[config.mk]
export PLATFORM = sky130hd
export DESIGN_NAME = ped_request_debounce
export DESIGN_NICKNAME = d
export VERILOG_FILES = /design/src/rtl/ped_req_pkg.sv /design/src/rtl/btn_debounce_ch.sv /design/src/rtl/ped_request_debounce.sv
export SDC_FILE = /design/constraint.sdc
export NUM_CORES = 1
export LEC_CHECK = 0
export ABC_AREA = 1
export CAP_MARGIN = 20
export CORE_ASPECT_RATIO = 1.75
export CORE_MARGIN = 2
export CORE_UTILIZATION = 47
export CTS_CLUSTER_SIZE = 14
export DETAILED_ROUTE_END_ITERATION = 8
export PLACE_DENSITY = 0.68
export SETUP_SLACK_MARGIN = 0.4
export SLEW_MARGIN = 20
export SYNTH_ARGS = -nofsm -noshare
export SYNTH_HDL_FRONTEND = slang
export SYNTH_HIERARCHICAL = 1
export SYNTH_SLANG_ARGS = --single-unit
[constraint.sdc]
create_clock -name clk -period 2 [get_ports clk]
set_clock_uncertainty 0.2 [all_clocks]
set_input_delay 0.6 -clock clk [delete_from_list [all_inputs] [get_ports clk]]
set_output_delay 0.6 -clock clk [all_outputs]
set_load 0.05 [all_outputs]
[src/rtl/ped_req_pkg.sv]
// Shared constants and types for the pedestrian push-button conditioning stage.
package ped_req_pkg;

  localparam int DEBOUNCE_TICKS_DEF = 20;
  localparam int LONG_TICKS_DEF     = 1000;

  typedef enum logic {
    ST_STABLE   = 1'b0,
    ST_CHANGING = 1'b1
  } db_state_e;

endpackage

[src/rtl/btn_debounce_ch.sv]
// One button channel: 2-FF synchroniser, tick-paced debounce FSM, press edge detect
// and, when PED_REQ_LONGPRESS_EN is defined, a long-press hold counter.
//
// state       | meaning
// ST_STABLE   | synced level matches accepted level; counter held at 0
// ST_CHANGING | synced level differs; counting ticks towards acceptance
module btn_debounce_ch
  import ped_req_pkg::*;
#(
  parameter int DEBOUNCE_TICKS = DEBOUNCE_TICKS_DEF,
  parameter int CNT_W          = 5,
  parameter int LONG_TICKS     = LONG_TICKS_DEF
) (
  input  logic clk,
  input  logic rst_n,
  input  logic tick_en,
  input  logic btn_raw,
  output logic btn_level,
  output logic btn_press,
  output logic long_press
);

  localparam logic [CNT_W-1:0] CNT_TERM = CNT_W'(DEBOUNCE_TICKS - 1);
  localparam logic [CNT_W-1:0] CNT_MAX  = '1;

  logic [1:0]       sync_q;
  logic             synced;
  db_state_e        state_q, state_nxt;
  logic [CNT_W-1:0] cnt_q, cnt_nxt;
  logic             stable_q, stable_nxt;
  logic             stable_prev_q;

  assign synced = sync_q[1];

  always_ff @(posedge clk or negedge rst_n) begin
    if (!rst_n) begin
      sync_q        <= 2'b00;
      state_q       <= ST_STABLE;
      cnt_q         <= '0;
      stable_q      <= 1'b0;
      stable_prev_q <= 1'b0;
    end else begin
      sync_q        <= {sync_q[0], btn_raw};
      state_q       <= state_nxt;
      cnt_q         <= cnt_nxt;
      stable_q      <= stable_nxt;
      stable_prev_q <= stable_q;
    end
  end

  always_comb begin
    state_nxt  = state_q;
    cnt_nxt    = cnt_q;
    stable_nxt = stable_q;
    case (state_q)
      ST_STABLE: begin
        cnt_nxt = '0;
        if (synced != stable_q) state_nxt = ST_CHANGING;
      end
      ST_CHANGING: begin
        // A return to the accepted level before acceptance is a glitch.
        if (synced == stable_q) begin
          state_nxt = ST_STABLE;
          cnt_nxt   = '0;
        end else if (tick_en) begin
          if (cnt_q == CNT_TERM) begin
            stable_nxt = synced;
            cnt_nxt    = '0;
            state_nxt  = ST_STABLE;
          end else if (cnt_q != CNT_MAX) begin
            cnt_nxt = cnt_q + 1'b1;
          end
        end
      end
      default: begin
        state_nxt = ST_STABLE;
        cnt_nxt   = '0;
      end
    endcase
  end

  assign btn_level = stable_q;
  assign btn_press = stable_q & ~stable_prev_q;

`ifdef PED_REQ_LONGPRESS_EN
  localparam int HOLD_W = $clog2(LONG_TICKS + 1);
  localparam logic [HOLD_W-1:0] HOLD_TERM = HOLD_W'(LONG_TICKS - 1);
  localparam logic [HOLD_W-1:0] HOLD_SAT  = HOLD_W'(LONG_TICKS);

  logic [HOLD_W-1:0] hold_q;
  logic              long_q;

  // Saturating past the terminal count is what suppresses repeats.
  always_ff @(posedge clk or negedge rst_n) begin
    if (!rst_n) begin
      hold_q <= '0;
      long_q <= 1'b0;
    end else begin
      long_q <= 1'b0;
      if (!stable_q) begin
        hold_q <= '0;
      end else if (tick_en) begin
        if (hold_q == HOLD_TERM) begin
          long_q <= 1'b1;
          hold_q <= HOLD_SAT;
        end else if (hold_q < HOLD_TERM) begin
          hold_q <= hold_q + 1'b1;
        end
      end
    end
  end

  assign long_press = long_q;
`else
  logic cfg_unused;
  assign cfg_unused = (LONG_TICKS > 0);
  assign long_press = 1'b0;
`endif

endmodule

[src/rtl/ped_request_debounce.sv]
// Pedestrian button conditioning: per-channel debounce plus sticky request latch.
// Optional long-press detection is built when PED_REQ_LONGPRESS_EN is defined.
module ped_request_debounce
  import ped_req_pkg::*;
#(
  parameter int NUM_BTN        = 2,
  parameter int DEBOUNCE_TICKS = DEBOUNCE_TICKS_DEF,
  parameter int CNT_W          = 5,
  parameter int LONG_TICKS     = LONG_TICKS_DEF
) (
  input  logic               clk,
  input  logic               rst_n,
  input  logic               tick_en,
  input  logic [NUM_BTN-1:0] btn_raw,
  input  logic [NUM_BTN-1:0] req_ack,
  output logic [NUM_BTN-1:0] btn_level,
  output logic [NUM_BTN-1:0] btn_press,
  output logic [NUM_BTN-1:0] req_pending,
  output logic [NUM_BTN-1:0] long_press
);

  logic [NUM_BTN-1:0] req_q;

  for (genvar i = 0; i < NUM_BTN; i++) begin : g_ch
    btn_debounce_ch #(
      .DEBOUNCE_TICKS(DEBOUNCE_TICKS),
      .CNT_W         (CNT_W),
      .LONG_TICKS    (LONG_TICKS)
    ) u_ch (
      .clk       (clk),
      .rst_n     (rst_n),
      .tick_en   (tick_en),
      .btn_raw   (btn_raw[i]),
      .btn_level (btn_level[i]),
      .btn_press (btn_press[i]),
      .long_press(long_press[i])
    );
  end

  // A press in the same clk as an ack keeps the request set.
  always_ff @(posedge clk or negedge rst_n) begin
    if (!rst_n) begin
      req_q <= '0;
    end else begin
      req_q <= btn_press | (req_q & ~req_ack);
    end
  end

  assign req_pending = req_q;

endmodule

== Word level (Yosys, flattened, before mapping) ==
Index checks and enable logic that the tools add are counted.
W data, S select, Z words.
Storage, ports and cells
  bits in registers: 22
  bits in latches: 0
  bits in writable memories: 0
  ROM bits: 0
  input port bits: 7
  output and inout bits: 8
  logic and storage cells: 60
  memories kept: 0
Cells by class
  add/sub/neg operators: 2
  multiply operators: 0
  div/mod/pow operators: 0
  order comparisons: 0
  equal/unequal tests: 12
  shift operators: 0
  mux-type cells: 20
  bitwise logic cells: 11
  reductions and logical operators: 4
Operators by type and width (number)
  $mux W5: 8
  $pmux W5 S2: 2
  $add A5 B1 Y5 const B: 2
  $eq A5 B5 Y1 const B: 2
  $ne A5 B5 Y1 const B: 2
  $mux W1: 8
  $ne A4 B4 Y1 const B: 2
  $reduce_and A4 Y1: 2
  $ne A3 B3 Y1 const B: 2
  $not A1 Y1: 6
  $pmux W1 S2: 2
  $reduce_and A2 Y1: 2
  $and A1 B1 Y1: 2
  $and A2 B2 Y2: 1
  $eq A1 B1 Y1: 2
  $ne A1 B1 Y1: 2
  $not A2 Y2: 1
  $or A2 B2 Y2: 1

== Logic depth before layout (Yosys ltp) ==
  word-level depth: 6
  mapped depth: 9
  mapped depth without buffers: 9

== Cells and area by module ==
The synthesis kept the hierarchy.
Modules (own cells, without submodules)
  btn_debounce_ch: instances 2, cells each 68, area each 556.8 um^2
  ped_request_debounce: instances 1, cells each 10, area each 80.1 um^2

== Worst setup path before layout ==
Ideal clock, no wire load.
  path type: register -> output
  start point: reg g_ch[0].u_ch.stable_q
  end point: out btn_press[0]
  arrival: 1448 ps
  required time: 1200 ps
  setup slack: -248 ps
  stages on the path, launching flop included: 3
  cell sequence: dfrtp_1 -> inv_2 -> nor2_1
Between the ends
  longest elaborated chain between the ends: 1
RTL lines
  start: declaration: line btn_debounce_ch.sv:30  | logic stable_q, stable_nxt;
  start signal: assignment: line btn_debounce_ch.sv:46  | stable_q <= stable_nxt;
  $and A1 B1 Y1: line btn_debounce_ch.sv:83  | assign btn_press = stable_q & ~stable_prev_q;
  end: declaration: line ped_request_debounce.sv:17  | output logic [NUM_BTN-1:0] btn_press,
Every way passes these cells.

== Worst setup path after layout ==
Ends and elaborated chain as after synthesis.

==> impl_metrics.tcl <==
set metrics [dict create \
    status "finished clean" \
    powerDensity_mw_per_mm2 529 \
    hold_path_depth 0 \
    place_ws_ns 0.0816 \
    setup_viol 0 \
    timing.rr.end "g_ch[1].u_ch/cnt_q[3]" \
    synth_edf_count 0 \
    dr.pass1.iters 4 \
    path_clk_slew_ns 0.08 \
    grt_pass1_wl_um 4350 \
    synthTopCellsByArea "dfrtp_1, nand2_1, nand3_1" \
    ff2ff_setup_slack_ns 0.35 \
    grt_max_degree 23 \
    track_usage 0.192 \
    post_dp_cell_area_sq_mm 0.00142 \
    totalWireLength_um 2650 \
    cp_max_fo 2 \
    die_h_um 70.7 \
    die_x_um 42.1 \
    ant_nets 0 \
    slew_viol_final 0 \
    fin_area_sq_mm 0.00166 \
    vdd_ir_drop_max_uv 528 \
    ioPinCount 15 \
    placementRows 24 \
    port_buffers 12 \
    syn-cell-area_sq_mm 0.00119 \
    synth_fp_nets 157 \
    cts-root-buf "clkbuf_8" \
    yosysMostFrequentCell "nand2_1" \
    nNetsFinal 190 \
    clock_latency_ns 0.27 \
    grt_pass1_vias 1069 \
    critPathCaptureType "primary output" \
    cts.sinks 22 \
    hpwl_um 1750 \
    fin_tns_setup_ns 0 \
    fin_crit_ns 1.76 \
    p_leak_nw 0.838 \
    detail_route.iter0.violations 13 \
    cts_tree "built" \
    syn_inst 146 \
    required_ns 1.20 \
    critical_path_class "reg -> out" \
    timing.final.crit_share 0.881 \
    drt-wirelength-per-cell_um 13.0 \
    rr_worst_depth 9 \
    num-fill-cells 196 \
    holdCritStartpoint "g_ch[0].u_ch/sync_q[0]" \
    htreeDepth 1 \
    diodes 0 \
    hold_buffers 0 \
    multi_input_area_sq_um 607 \
    via_count 1041 \
    globalRouteOverflowTotal 0 \
    crit_arrival_ns 0.96 \
    async_reset_ff_frac 1.00 \
    cts_buffers 3 \
    hold_class "reg -> reg" \
    drc_errors 0 \
    gp_congestion 0.819 \
    drive_above_1_share 0.382 \
    synth_top_area_frac 0.461 \
    core_area_sq_mm 0.00246 \
    cap_violations 0 \
    regArea_sq_um 553 \
    timing.rr.start "g_ch[1].u_ch/cnt_q[0]" \
    clock.fmax_ghz 0.567 \
    yosys.area.top_type "dfrtp_1" \
    synth_area_per_cell_sq_um 8.18 \
    hold_violations 0 \
    antenna_found_initial 0 \
    fin_ws_ns 0.237 \
    synth-seq-area-share 0.461 \
    viasPerCell 5.10 \
    area.growth.synth_to_final_pct 39.3 \
    whs_endpoint "g_ch[0].u_ch/sync_q[1]" \
    synth_cell_type_count 19 \
    ctsLongestPathBuffers 2 \
    rsz0062_at_grt "yes" \
    synth_flop_cell "dfrtp_1" \
    yosys-top-cells-count "nand2_1, dfrtp_1, nand3_1" \
    die-area_sq_mm 0.00297 \
    crit_path_start_kind "flip-flop" \
    yosysWarnings 6 \
    start_util 0.485 \
    synth_seq_cells 22 \
]
[critical path: stages (launching register included)]
cell and delay, ns:
dfrtp_2 0.39, inv_2 0.06, nor2_4 0.11, buf_12 0.14
[power by group]
part / switching [mW] / internal, mW
clock network: 0.146 / 0.176
logic: 0.0577 / 0.0393
registers: 0.00719 / 0.454
[through the flow]
stage | instances | power (mW) | hold WS (ns) | util
6_report | 204 | 0.880 | 0.163 | 0.675
5_1_grt | 204 | 0.913 | 0.175 | 0.675
4_1_cts | 199 | 0.880 | 0.167 | 0.645
3_5_place_dp | 184 | 0.550 | 0.138 | 0.578
3_3_place_gp | 184 | 0.547 | 0.143 | 0.578
2_1_floorplan | 146 | 0.516 | 0.104 | -
[final cells by class]
type	instances	share of cell area
Sequential cell	22	0.333
Multi-Input combinational cell	100	0.365
Timing Repair Buffer	30	0.200
Inverter	22	0.0497
Tap cell	26	0.0196
Clock buffer	4	0.0331
[sequential cells by signal (all words and copies together) (netlist names)]
signal	count
g_ch.u_ch/cnt_q	10
g_ch.u_ch/sync_q	4
g_ch.u_ch/btn_level	2
g_ch.u_ch/stable_prev_q	2
g_ch.u_ch/state_q	2
req_pending	2
[layer usage]
metal | up-vias | part of all wire | global-route usage
li1 | 514 | - | -
met1 | 503 | 0.34 | 0.188
met2 | 16 | 0.60 | 0.358
met3 | 8 | 0.025 | 0.0281
met4 | 0 | 0.035 | 0.128
met5 | - | 0 | 0
[kinds of logic (layout without fill, tap and decap cells)]
group                    after synthesis  count (layout)  synth area share
flip-flops                            22              22             0.461
AO/OA/AOI/OAI                          6               6            0.0293
other                                  2               2           0.00629
XOR/XNOR                               2               2            0.0147
adder cells (fa/ha/maj)                4               4            0.0419
buffers and inverters                 24              56            0.0818
AND/OR/NAND/NOR                       86              86             0.365
[cell usage in the layout, fill, tap and decap left out, drive strengths merged]
cell type and count:
a21boi 2, a21oi 2, buf 23, clkbuf 5
clkdlybuf4s50 5, conb 2, dfrtp 22, dlymetal6s2s 1
ha 4, inv 22, nand2 48, nand3 22
nand4 2, nor2 14, o21ai 2, xnor2 2
[worst max path at each step]
| stage | start | to | slack (ns) | cells after the start |
|---|---|---|---|---|
| floorplan | g_ch[0].u_ch/btn_level | btn_press[0] | 0.29 | 2 |
| global placement | tick_en | g_ch[0].u_ch/cnt_q[4] | 0.14 | 5 |
| detailed placement | tick_en | g_ch[1].u_ch/cnt_q[4] | 0.08 | 5 |
| CTS | g_ch[1].u_ch/stable_prev_q | btn_press[1] | 0.23 | 2 |
| global route | g_ch[1].u_ch/cnt_q[1] | g_ch[1].u_ch/cnt_q[3] | 0.18 | 9 |
| finish | g_ch[0].u_ch/btn_level | btn_press[0] | 0.24 | 3 |
[repair_timing]
item	CTS	global route
pin swaps	3	9
gates cloned	0	1
gates resized for setup	9	11
setup endpoints to repair	16	16
setup buffers	11	4
(Power assumes the default switching activity.)
